### src/rtl/median_sort49.sv
// rtl/median_sort49.sv - running 49-entry sorted window with single-cycle delete/insert and median output
// One parallel compare/shift network: each slot picks S[i-1], S[i], S[i+1] or INS per update.
module median_sort49 #(
  parameter int N = 49
) (
  input  logic       clk,
  input  logic       RST,
  input  logic       SE,
  input  logic [7:0] INS,
  input  logic [7:0] DEL,
  output logic [7:0] MED
);

  logic [7:0]   s_q [N];
  logic [7:0]   s_d [N];
  logic [N-1:0] eq;
  logic [N-1:0] nohit;
  logic [7:0]   r [N-1];
  logic [N-2:0] rlt;

  // nohit[j] means slot j sits below the removal index; an absent DEL evicts the top slot.
  always_comb begin
    for (int i = 0; i < N; i++) begin
      eq[i] = (s_q[i] == DEL);
    end
    nohit[0] = ~eq[0];
    for (int i = 1; i < N; i++) begin
      nohit[i] = nohit[i-1] & ~eq[i];
    end
    for (int j = 0; j < N - 1; j++) begin
      r[j]   = nohit[j] ? s_q[j] : s_q[j+1];
      rlt[j] = (r[j] < INS);
    end
  end

  // The remainder is sorted, so rlt is a run of ones then zeros; INS lands at the boundary.
  always_comb begin
    for (int i = 0; i < N; i++) begin
      s_d[i] = INS;
    end
    s_d[0] = rlt[0] ? r[0] : INS;
    for (int i = 1; i < N - 1; i++) begin
      if (rlt[i]) begin
        s_d[i] = r[i];
      end else if (!rlt[i-1]) begin
        s_d[i] = r[i-1];
      end else begin
        s_d[i] = INS;
      end
    end
    s_d[N-1] = rlt[N-2] ? INS : r[N-2];
  end

  always_ff @(posedge clk or posedge RST) begin
    if (RST) begin
      for (int i = 0; i < N; i++) begin
        s_q[i] <= 8'hff;
      end
    end else if (!SE) begin
      for (int i = 0; i < N; i++) begin
        s_q[i] <= s_d[i];
      end
    end
  end

  assign MED = s_q[(N-1)/2];

endmodule
### config.mk
export PLATFORM = sky130hd
export DESIGN_NAME = median_sort49
export DESIGN_NICKNAME = d
export VERILOG_FILES = /design/src/rtl/median_sort49.sv
export SDC_FILE = /design/constraint.sdc
export NUM_CORES = 2
export LEC_CHECK = 0
export CAP_MARGIN = 20
export CORE_AREA = 3 3 293 295
export CTS_CLUSTER_SIZE = 30
export DETAILED_ROUTE_END_ITERATION = 6
export DIE_AREA = 0 0 296 298
export HOLD_SLACK_MARGIN = 0.03
export PLACE_DENSITY = 0.71
export SYNTH_ARGS = -nofsm -noshare
export SYNTH_HDL_FRONTEND = slang
export SYNTH_SLANG_ARGS = --single-unit
### constraint.sdc
create_clock -name clk -period 22 [get_ports clk]
set_input_delay 2.2 -clock clk [delete_from_list [all_inputs] [get_ports clk]]
set_output_delay 2.2 -clock clk [all_outputs]
set_load 0.05 [all_outputs]
==> results.md <==
- Status: finished clean
- Int Pwr: 4110 µW
- 1st-iter DRT viols: 3443
- Synth-to-Final Area Change: 5.03%
- Worst slew margin: 20.0%
- Reg power frac: 23.8%
- Critical path arrival: 9070 ps
- Commonest cells after routing, fill and taps aside: 392 x dfstp_2, 381 x mux2_2, 336 x ha_1
- Fin crit period: 8540 ps
- Post-synth EDFFs: 0
- FILL cells: 7669
- Critical path cell sequence: buf_4 -> buf_4 -> xnor2_1 -> nand4_1 -> o22ai_2 -> or3_1 -> nor4_2 -> nand2_1 -> buf_4 -> nor2_1 -> mux2_2 -> ha_1 -> or3_1 -> or4_1 -> a31oi_1 -> or2_1 -> mux2_2 -> a221o_1
- CP max stage delay: 600 ps
- Antenna Nets Post-Route: 0
- Clk buf depth: 3
- Post-CTS setup buffers: 0
- Final Max Slew Viols: 0
- Setup TNS: 0 ps
- Largest cells by area after synthesis: dfstp_2 25%, mux2_2 11%, ha_1 10%, mux2i_1 6.6%, xnor2_1 5.0%
- Commonest non-fill, non-tap cell in the layout: dfstp_2
- Pwr/cell area: 182 nW/µm²
- Worst path required time: 22530 ps
- Max-cap violation count: 0
- WP buf/inv: 3
- Clock sink total: 392
- Startpoint Class: input port
- Initial antenna violation count: 1
- # DRC: 0
- Pin count of the biggest net entering global routing: 170
- Seq/Total Area, Yosys: 25.3%
- HPWL Detailed: 85100 µm
- Yosys reg bits: 392
- Post-Synthesis Cells: 4451
- Post-synth ARST share: 100%
- Vias in the first global route: 35000
- Final setup fails: 0
- Synth Net Count: 4806
- Worst-path maximum fanout: 27
- Max Clock Skew: 35.6 ps
- Die height: 298 µm
- Total congestion overflow: 0
- RSZ-0062 raised after global routing: no
- IR drop worst, VDD: 0.0756 mV
- I/O pin count: 27
- Clock share of power: 10.4%
- Setup crit end kind: flip-flop
- Initial Util: 48.8%
- Hold_ws: 483 ps
- Distinct cells, synth: 105
- Mapped Area: 40700 µm²
- First-pass GRT wire length: 204000 µm
- Final hold violation count: 0
- Critical path class: input port to flip-flop
- Placer Congestion: 0.887
- Post-CTS Hold Buffers: 0
- Synth Flop Type: dfstp_2
- GR Util All Layers: 28.7%
- Crit-path most repeated cell: buf_4
- Clock Latency Late Sink: 630 ps
- CP max-delay cell: nor2_1
- H-tree level count: 2
- Slew @ Worst Pin: 1200 ps
- Fin crit share: 38.8%
- Core area: 83400 µm²
- Combinational share of power: 65.8%
- Worst hold path class: flip-flop to flip-flop
- Final net count: 4628
- Leak pwr: 0.0180 µW
- Vias: 35800
- Top-area cell type share of the netlist area: 25.3%
- Die width: 296 µm
- Cell taking the most area after synthesis: dfstp_2
- Total CTS buffers: 49
- Routed WL: 130000 µm
- NetSw: 3670 µW
- Post-CTS Resized: 0
- FMAX: 0.117 GHz
- Die area: 88200 µm²
- Port Buffers: 26
- Site Rows: 106
- Syn. warnings: 0
- Sw frac: 47.1%
- Via-to-Cell Ratio: 6.64
- Root buf cell: clkbuf_16
- TritonCTS clock tree: yes
- Share of layout cells above drive strength 1: 23.9%
- Mapped Avg Cell Area: 9.15 µm²
- Worst-path clk slew: 60 ps
- Ant. Diodes: 0
- 1st-pass router iterations: 6
- Top Family by Delay on Critical Path: simple AND/OR/NAND/NOR gates
- Drt wl/cell: 24.1 µm
==> synthesized netlist by cell type (25+ instances only) <==
cell        n
inv_1     121
nand2_1   317
mux2i_1   270
o21ai_0   208
a211o_1    25
buf_6      42
a31oi_1    30
buf_2      42
mux2_2    381
nand2b_1   42
and2_1     35
xnor2_1   232
a221oi_1   27
dfstp_2   392
o31ai_1    32
nand4_1    91
a211oi_1   27
a221o_1    91
o211ai_1   64
nor3_1     55
o221ai_1   40
a21oi_1   239
a21o_1     74
nor2_1    239
ha_1      336
and3_1     38
nand3_1    68
clkbuf_1  200
xor2_1    152
o21a_1     56
nor4_1     49
o22ai_1    26
==> power by group through the flow <==
stage	clock network [µW]	logic, µW	registers (µW)
6_report	807	5120	1850
5_1_grt	843	5660	1880
4_1_cts	816	5060	1820
3_5_place_dp	0	5030	1830
3_3_place_gp	0	4900	1830
2_1_floorplan	0	4170	1580
==> cells by family after synthesis <==
| kind of cell | count (synthesis) | share of synthesized area (%) |
|---|---|---|
| adder cells (fa/ha/maj) | 336 | 10.3 |
| AND/OR/NAND/NOR | 1080 | 13.4 |
| flip-flops | 392 | 25.3 |
| AO/OA/AOI/OAI | 1156 | 20.2 |
| XOR/XNOR | 384 | 8.26 |
| buffers and inverters | 448 | 5.26 |
| multiplexers | 655 | 17.3 |
==> per-stage QoR <==
| step | setup WS, ps | utilization, % | power [µW] | cell area, µm² | instances |
|---|---|---|---|---|---|
| floorplan | 12510 | - | 5750 | 40700 | 4451 |
| global placement | 13140 | 49.4 | 6730 | 41200 | 5298 |
| detailed placement | 13010 | 49.4 | 6860 | 41200 | 5300 |
| CTS | 13620 | 51.3 | 7700 | 42800 | 5387 |
| global route | 13120 | 51.3 | 8380 | 42800 | 5389 |
| finish | 13460 | 51.3 | 7780 | 42800 | 5389 |
==> per-layer routing <==
metal  track usage [%]  share of wire (%)
met5                 0                  0
met3              4.39                8.1
met4              10.7                4.0
met2              44.6                 44
met1              40.1                 44
==> path summary, 6_finish.rpt <==
path / slack (ps) / from / depth (start not counted) / end
min: 480 / s_q[1] / 2 / s_q[1]
max in group asynchronous: 18390 / RST / 3 / s_q[149]
max reg2reg: 15550 / s_q[252] / 16 / s_q[113]
max: 13460 / DEL[7] / 18 / s_q[113]
min in group asynchronous: 2580 / RST / 2 / s_q[46]
min reg2reg: 480 / s_q[1] / 2 / s_q[1]
==> tightest hold or removal path, cell delays in order, from the launching register on <==
cell,delay [ps]
dfstp_2,360
nand2_1,60
o21ai_1,60
==> flip-flops by register name, summed over array words and instances, names as in the netlist <==
| signal | count |
|---|---|
| MED | 8 |
| s_q | 384 |
==> final cells by class <==
cell class,instances,area [µm²],area share (%)
Multi-Input combinational cell,3611,28300,66.2
Sequential cell,392,10300,24.1
Clock buffer,78,1470,3.43
Tap cell,1080,1350,3.16
Timing Repair Buffer,97,781,1.82
Inverter,122,482,1.13
Clock inverter,9,71.3,0.167
Power figures use the tool's default switching activity.
